## src/rtl/handshake_monitor_array.sv

```systemverilog
// Passive ready/valid protocol monitor for N_CH channels: transfer counters plus sticky
// drop / unstable / timeout flags. Define HANDSHAKE_MONITOR_ASSERT_EN to add per-channel SVA.
module handshake_monitor_array #(
   parameter int N_CH      = 4,
   parameter int WIDTH     = 8,
   parameter int CNT_W     = 16,
   parameter int MAX_STALL = 32
) (
   input  logic                                     CLK,
   input  logic                                     ASYNCRESETN,
   input  logic                                     clr,
   input  logic [N_CH-1:0]                          valid,
   input  logic [N_CH-1:0]                          ready,
   input  logic [N_CH*WIDTH-1:0]                    data,
   output logic [N_CH*CNT_W-1:0]                    xfer_count,
   output logic [N_CH-1:0]                          err_drop,
   output logic [N_CH-1:0]                          err_unstable,
   output logic [N_CH-1:0]                          err_timeout,
   output logic                                     err_any,
   output logic [((N_CH > 1) ? $clog2(N_CH) : 1)-1:0] first_err_ch
);

   localparam int FCW = (N_CH > 1) ? $clog2(N_CH) : 1;
   localparam int SCW = (MAX_STALL > 0) ? $clog2(MAX_STALL + 1) : 1;
   localparam logic [SCW-1:0] STALL_LIM = SCW'(MAX_STALL);

   typedef enum logic [1:0] {IDLE, WAIT, TIMEOUT} state_t;

   function automatic logic [CNT_W-1:0] sat_inc_cnt(input logic [CNT_W-1:0] v);
      return (v == '1) ? v : v + 1'b1;
   endfunction

   function automatic logic [SCW-1:0] sat_inc_stall(input logic [SCW-1:0] v);
      return (v == '1) ? v : v + 1'b1;
   endfunction

   logic [N_CH-1:0] new_err;
   logic [FCW-1:0]  first_idx;

   for (genvar i = 0; i < N_CH; i++) begin : g_ch
      state_t           state_q, state_d;
      logic [SCW-1:0]   stall_q, stall_d;
      logic [WIDTH-1:0] cap_q, cap_d, din;
      logic [CNT_W-1:0] cnt_q, cnt_d;
      logic             drop_q, unst_q, tmo_q;
      logic             drop_d, unst_d, tmo_d;

      assign din = data[i*WIDTH +: WIDTH];

      always_comb begin
         state_d = state_q;
         stall_d = stall_q;
         cap_d   = cap_q;
         cnt_d   = cnt_q;
         drop_d  = 1'b0;
         unst_d  = 1'b0;
         tmo_d   = 1'b0;
         if (valid[i] && ready[i]) cnt_d = sat_inc_cnt(cnt_q);
         case (state_q)
            IDLE: begin
               if (valid[i] && !ready[i]) begin
                  cap_d   = din;
                  stall_d = SCW'(1);
                  if (MAX_STALL == 1) begin
                     state_d = TIMEOUT;
                     tmo_d   = 1'b1;
                  end else begin
                     state_d = WAIT;
                  end
               end
            end
            WAIT, TIMEOUT: begin
               // captured payload is frozen for the whole stall, including the accepting cycle
               if (valid[i] && din != cap_q) unst_d = 1'b1;
               if (!valid[i]) begin
                  state_d = IDLE;
                  drop_d  = 1'b1;
               end else if (ready[i]) begin
                  state_d = IDLE;
               end else if (state_q == WAIT) begin
                  stall_d = sat_inc_stall(stall_q);
                  if (MAX_STALL != 0 && stall_d == STALL_LIM) begin
                     state_d = TIMEOUT;
                     tmo_d   = 1'b1;
                  end
               end
            end
            default: state_d = IDLE;
         endcase
      end

      always_ff @(posedge CLK or negedge ASYNCRESETN) begin
         if (!ASYNCRESETN) begin
            state_q <= IDLE;
            stall_q <= '0;
            cap_q   <= '0;
         end else begin
            state_q <= state_d;
            stall_q <= stall_d;
            cap_q   <= cap_d;
         end
      end

      // clr only touches the readback state; the protocol tracker keeps running
      always_ff @(posedge CLK or negedge ASYNCRESETN) begin
         if (!ASYNCRESETN) begin
            cnt_q  <= '0;
            drop_q <= 1'b0;
            unst_q <= 1'b0;
            tmo_q  <= 1'b0;
         end else if (clr) begin
            cnt_q  <= '0;
            drop_q <= 1'b0;
            unst_q <= 1'b0;
            tmo_q  <= 1'b0;
         end else begin
            cnt_q  <= cnt_d;
            drop_q <= drop_q | drop_d;
            unst_q <= unst_q | unst_d;
            tmo_q  <= tmo_q | tmo_d;
         end
      end

      assign xfer_count[i*CNT_W +: CNT_W] = cnt_q;
      assign err_drop[i]     = drop_q;
      assign err_unstable[i] = unst_q;
      assign err_timeout[i]  = tmo_q;
      assign new_err[i]      = drop_d | unst_d | tmo_d;

`ifdef HANDSHAKE_MONITOR_ASSERT_EN
      a_drop: assert property (@(posedge CLK) disable iff (!ASYNCRESETN) !drop_d)
         else $error("handshake_monitor_array: valid dropped while stalled on channel %0d", i);
      a_unstable: assert property (@(posedge CLK) disable iff (!ASYNCRESETN) !unst_d)
         else $error("handshake_monitor_array: data changed while stalled on channel %0d", i);
      a_timeout: assert property (@(posedge CLK) disable iff (!ASYNCRESETN) !tmo_d)
         else $error("handshake_monitor_array: stall timeout on channel %0d", i);
`else
      // checker-free build: flags and counters above are the only observation path
`endif
   end

   always_comb begin
      first_idx = '0;
      for (int k = N_CH - 1; k >= 0; k--) begin
         if (new_err[k]) first_idx = FCW'(k);
      end
   end

   always_ff @(posedge CLK or negedge ASYNCRESETN) begin
      if (!ASYNCRESETN) begin
         err_any      <= 1'b0;
         first_err_ch <= '0;
      end else if (clr) begin
         err_any      <= 1'b0;
         first_err_ch <= '0;
      end else begin
         err_any <= err_any | (|new_err);
         if (!err_any && (|new_err)) first_err_ch <= first_idx;
      end
   end

endmodule

```

## config.mk

```make
export PLATFORM = sky130hd
export DESIGN_NAME = handshake_monitor_array
export DESIGN_NICKNAME = d
export VERILOG_FILES = /design/src/rtl/handshake_monitor_array.sv
export SDC_FILE = /design/constraint.sdc
export NUM_CORES = 1
export LEC_CHECK = 0
export ABC_AREA = 1
export CAP_MARGIN = 20
export CORE_MARGIN = 2
export CORE_UTILIZATION = 59
export CTS_BUF_LIST = sky130_fd_sc_hd__clkbuf_16
export CTS_CLUSTER_SIZE = 16
export DETAILED_ROUTE_END_ITERATION = 10
export PLACE_DENSITY = 0.92
export SLEW_MARGIN = 10
export SYNTH_ARGS = -nofsm -noshare
export SYNTH_HDL_FRONTEND = slang
export SYNTH_SLANG_ARGS = --single-unit
```

## constraint.sdc

```tcl
create_clock -name CLK -period 2.8 [get_ports CLK]
set_input_delay 0.42 -clock CLK [delete_from_list [all_inputs] [get_ports CLK]]
set_output_delay 0.42 -clock CLK [all_outputs]
set_load 0.05 [all_outputs]
```

# [Word-level counts from Yosys, hierarchy flattened]
# Cells that the tools add are included.
[totals] regBits=143 in_bits=43 output_inout_bits=79 wordCells=278
[classes] n_addsub=8 eq_ne=52 n_mux=115 n_bitwise=21 n_reduce_logical=52
[op_table] op="$mux W16" n=12
[op_table] op="$mux W6" n=20
[op_table] op="$add A16 B1 Y16 const B" n=4
[op_table] op="$eq A16 B16 Y1 const B" n=4
[op_table] op="$mux W2" n=26
[op_table] op="$mux W1" n=49
[op_table] op="$eq A6 B6 Y1 const B" n=8
[op_table] op="$pmux W6 S2" n=4
[op_table] op="$ne A2 B2 Y1 const B" n=20
[op_table] op="$ne A4 B4 Y1 const B" n=8
[op_table] op="$ne A8 B8 Y1" n=4
[op_table] op="$add A6 B1 Y6 const B" n=4
[op_table] op="$or A1 B1 Y1" n=21
[op_table] op="$reduce_and A5 Y1" n=4
[op_table] op="$reduce_bool A2 Y1" n=9
[op_table] op="$pmux W2 S2" n=4
[op_table] op="$reduce_and A2 Y1" n=8
[op_table] op="$logic_and A1 B1 Y1" n=13
[op_table] op="$reduce_and A3 Y1" n=4
[op_table] op="$eq A2 B1 Y1 const B" n=4
[op_table] op="$eq A2 B2 Y1 const B" n=4
[op_table] op="$logic_not A2 Y1" n=4
[op_table] op="$reduce_or A2 Y1" n=4
[op_table] op="$logic_not A1 Y1" n=5
[op_table] op="$reduce_or A4 Y1" n=1

# [Longest topological paths before layout]
[logic_depth] ltp_word=15 ltp_mapped=14 ltp_nobuf=14

# [Worst setup path before layout]
# No wires, ideal clock.
[synth_path] path_type="register to register" startpoint="register g_ch[1].cnt_q[0]" endpoint="register g_ch[1].cnt_q[9]" setup_time_ps=126 arrival_ps=1952 required_ps=2674 path_slack_ps=721 path_stages_with_launch=14 n_path_buf=1 period_less_slack_ps=2079 cell_sequence="dfrtp_1 -> ha_1 -> nand3_1 -> nor2_2 -> nand2_1 -> nor2_2 -> nand2_1 -> nand2_2 -> buf_6 -> nor2_4 -> nand2_1 -> nor3_1 -> o21ai_2 -> nor2_1"
[synth_between] elab_chain_len=4 word_cells_on_any_way=7 cone_classes="add/sub: 1; eq/ne: 2; mux: 3; reduce/logical: 1"
[synth_lines] element="start, declared" line="44" source="logic [CNT_W-1:0] cnt_q, cnt_d;"
[synth_lines] element="start signal, assigned" line="117" source="cnt_q <= cnt_d;"
[synth_lines] element="$add A16 B1 Y16" line="30" source="return (v == '1) ? v : v + 1'b1;"
[synth_lines] element="$mux W16" line="30"
[synth_lines] element="$mux W16" line="58" source="if (valid[i] && ready[i]) cnt_d = sat_inc_cnt(cnt_q);"
[synth_lines] element="$mux W16" line="111" source="end else if (clr) begin"
# Parallel ways exist; a longest one is shown, timed or not. The select of a mux whose other input is x is not followed.
# A chain may end at the register's enable or synchronous reset.

# [Worst setup path after layout]
[layout_path] startpoint="register g_ch[1].cnt_q[4]" endpoint="output xfer_count[20]"
[layout_lines] element="end, declared" line="15" source="output logic [N_CH*CNT_W-1:0] xfer_count,"
# No word-level cell between the ends.

==> qor.yml <==
drtIter0Drc: 518
wire_per_inst_um: 14.5
outcome: "complete, no violations"
wirelength_um: 18600
dr.pass1.iters: 6
fmax_ghz: 0.456
synth_area_per_cell_um2: 8.20
insertedDiodeCount: 0
setup_viol_count_final: 0
synth_top_cell_by_area: "dfrtp_1"
hp-start: "g_ch[0].drop_q$_DFF_PN0_"
drive_above_1_share_pct: 7.29
grt-ovfl-total: 0
core_area_um2: 13200
grt_max_degree: 62
final-hold-violation-count: 0
setup.worst_path.start_class: "flip-flop"
cp_cell_sequence: "clkdlybuf4s50_1"
fp.dieH_um: 121
h-tree-depth: 4
r2r-end: "first_err_ch[0]$_DFFE_PN0P_"
setup_tns_ns: 0
rsz0062_at_grt: "no"
final_util_pct: 74.4
crit_buf_inv: 1
cts_tree: "built"
crit_family: "buffers and inverters"
clk_path_buf_depth: 2
grt_pass1_wl_um: 31300
dpl.hpwl_um: 13400
cp_slowest_stage_delay_ns: 0.86
synth.most_common_cell: "nand2_1"
leakage_nw: 4.32
synthTopCellsByArea: "dfrtp_1, nand2_1, inv_1"
cap_violations: 0
regArea_um2: 3580
yosysSeqAreaShare_pct: 44.6
die_x_um: 121
min_path_cells: 2
gp_congestion: 0.931
multi_input_area_um2: 3800
hold_end: "g_ch[0].drop_q$_DFF_PN0_"
io_pins: 122
finalNetCount: 1168
r2r_slack_ns: 0.66
port_buffers: 121
ys_warn_count: 0
cts_root_buf: "clkbuf_16"
crit_path_top_delay_cell: "clkdlybuf4s50_1"
max_slew.worst_pin.slew_ns: 0.591
synth_edf_count: 0
fin_crit_sh_pct: 78.4
path_class: "reg -> out"
synthArstFlopShare_pct: 100
final_antenna_net_count: 0
slew_viol_final: 0
netlist.area_leader.share_pct: 44.6
syn-instance-count: 979
fillers: 989
vdd_ir_drop_max_mv: 0.684
cts.sinks: 143
antenna_found_initial: 0
hold_class: "reg -> reg"
min_period_ns: 2.19
synth_seq_cells: 143
cts_resized: 0
path_clk_slew_ns: 0.05
power_density_nw_per_um2: 729
cp.arrival_ns: 1.77
synthToLayoutAreaGrowth_pct: 22.7
rr_worst_depth: 12
rows: 42
drcViolationCount: 0
die-area_um2: 14600
grt_usage_pct: 26.7
synthesis.nets: 1046
end_kind: "primary output"
vias: 7151
synth_ff_type: "dfrtp_1"
synth.cell_area_um2: 8030
viasPerCell: 5.56
start_util_pct: 60.6
grt_pass1_vias: 7047
critPathMaxFanout: 8
slew-limit-headroom_pct: 60.6
clkLatencyLatePin_ns: 0.42
crit_required_ns: 2.38
cts_buffers: 17
synth_cell_types: 47
r2r_start: "g_ch[0].stall_q[0]$_DFFE_PN0P_"
ys_top_cells_by_count: "nand2_1, dfrtp_1, inv_1, nor2_1, o21ai_0"
finalClockSkew_ns: 0.00539
==> layout make-up <==
cell class / count / area share [%]
multi-input cells: 678 / 38.5
flip-flops and latches: 143 / 36.3
repair buffers: 129 / 13.1
inverters: 132 / 5.03
clock buffers: 17 / 4.32
well taps: 176 / 2.24
clock inverters: 12 / 0.483
==> state kept, by name, indices dropped and copies added (netlist names), 2 cells and up <==
name / cells
first_err_ch: 2
g_ch.cap_q: 32
g_ch.cnt_q: 64
g_ch.drop_q: 4
g_ch.stall_q: 24
g_ch.state_q: 8
g_ch.tmo_q: 4
g_ch.unst_q: 4
==> metal layers <==
layer  vias up  global-route usage, %  part of all wire [%]
met5         -                      0                     0
met1      3446                   31.6                    41
li1       3452                      -                     -
met2       215                   47.0                    51
met4         0                   10.5                   2.0
met3        38                   6.13                   5.9
==> worst max path at each step <==
stage,startpoint,endpoint,cells after the start
final,g_ch[1].cnt_q[4]$_DFFE_PN0P_,xfer_count[20],1
after global routing,g_ch[0].stall_q[0]$_DFFE_PN0P_,first_err_ch[0]$_DFFE_PN0P_,12
after CTS,g_ch[0].cnt_q[7]$_DFFE_PN0P_,xfer_count[7],1
after detailed placement,valid[2],g_ch[2].stall_q[0]$_DFFE_PN0P_,9
after global placement,valid[2],g_ch[2].stall_q[0]$_DFFE_PN0P_,9
after floorplan,g_ch[1].cnt_q[0]$_DFFE_PN0P_,g_ch[1].cnt_q[9]$_DFFE_PN0P_,13
==> power by group <==
group          switching [mW]  internal [mW]  total, mW
combinational            1.44           1.03       2.47
clock                   0.799           1.07       1.87
sequential              0.343           2.49       2.83
==> kinds of logic after synthesis <==
| group | count (synthesis) | synth area share, % |
|---|---|---|
| flip-flops | 143 | 44.6 |
| multiplexers | 28 | 3.93 |
| adder cells (fa/ha/maj) | 24 | 3.74 |
| XOR/XNOR | 41 | 4.47 |
| buffers and inverters | 158 | 8.18 |
| AO/OA/AOI/OAI | 171 | 12.4 |
| AND/OR/NAND/NOR | 414 | 22.7 |
==> cells in the final DEF, fill, tap and decap left out, types with 2 or more instances in the layout <==
| cell type | netlist | routed |
|---|---|---|
| dfrtp_1 | 143 | 143 |
| xnor2_1 | 32 | 32 |
| xor2_1 | 9 | 9 |
| nor4_1 | 6 | 6 |
| inv_1 | 129 | 138 |
| o21ai_0 | 56 | 56 |
| nand3_1 | 47 | 47 |
| o32ai_1 | 2 | 2 |
| o211a_1 | 2 | 2 |
| o211ai_1 | 2 | 2 |
| buf_4 | 13 | 6 |
| nand4_1 | 13 | 13 |
| nor3_1 | 18 | 18 |
| ha_1 | 24 | 24 |
| nor3_4 | 4 | 4 |
| nor2_1 | 101 | 101 |
| a31oi_1 | 6 | 6 |
| nand2_2 | 4 | 4 |
| mux2_2 | 28 | 28 |
| nand2_1 | 199 | 199 |
| a21oi_1 | 55 | 55 |
| nor2_2 | 6 | 6 |
| nand3_2 | 2 | 2 |
| or2_2 | 2 | 2 |
| or2_1 | 2 | 2 |
| o22ai_1 | 11 | 11 |
| a211oi_1 | 3 | 3 |
| clkdlybuf4s50_1 | 0 | 120 |
| o21ai_1 | 7 | 7 |
| inv_2 | 3 | 3 |
| nand3b_1 | 4 | 4 |
| clkbuf_16 | 0 | 17 |
| clkinv_2 | 0 | 2 |
| nor3b_1 | 3 | 3 |
| o21a_1 | 5 | 5 |
| o31ai_1 | 10 | 10 |
| o21bai_1 | 5 | 5 |
==> stage by stage <==
step | cell area, µm² | setup WS [ns] | instances | total power [mW] | hold WS, ns
floorplan | 8030 | 0.721 | 979 | 4.66 | 0.124
global placement | 9370 | 0.616 | 1257 | 5.17 | 0.434
detailed placement | 9370 | 0.478 | 1257 | 5.30 | 0.437
CTS | 9850 | 0.619 | 1287 | 7.19 | 0.501
global route | 9850 | 0.447 | 1287 | 7.64 | 0.520
finish | 9850 | 0.606 | 1287 | 7.18 | 0.497
==> what timing repair did <==
item | 4_1_cts | 5_1_grt
endpoints found under the hold margin | 1 | 0
setup buffers | 0 | 0
endpoints found under the setup margin | 0 | 0
hold buffers | 1 | 0
Note: power is estimated with default switching activity, not from simulation.
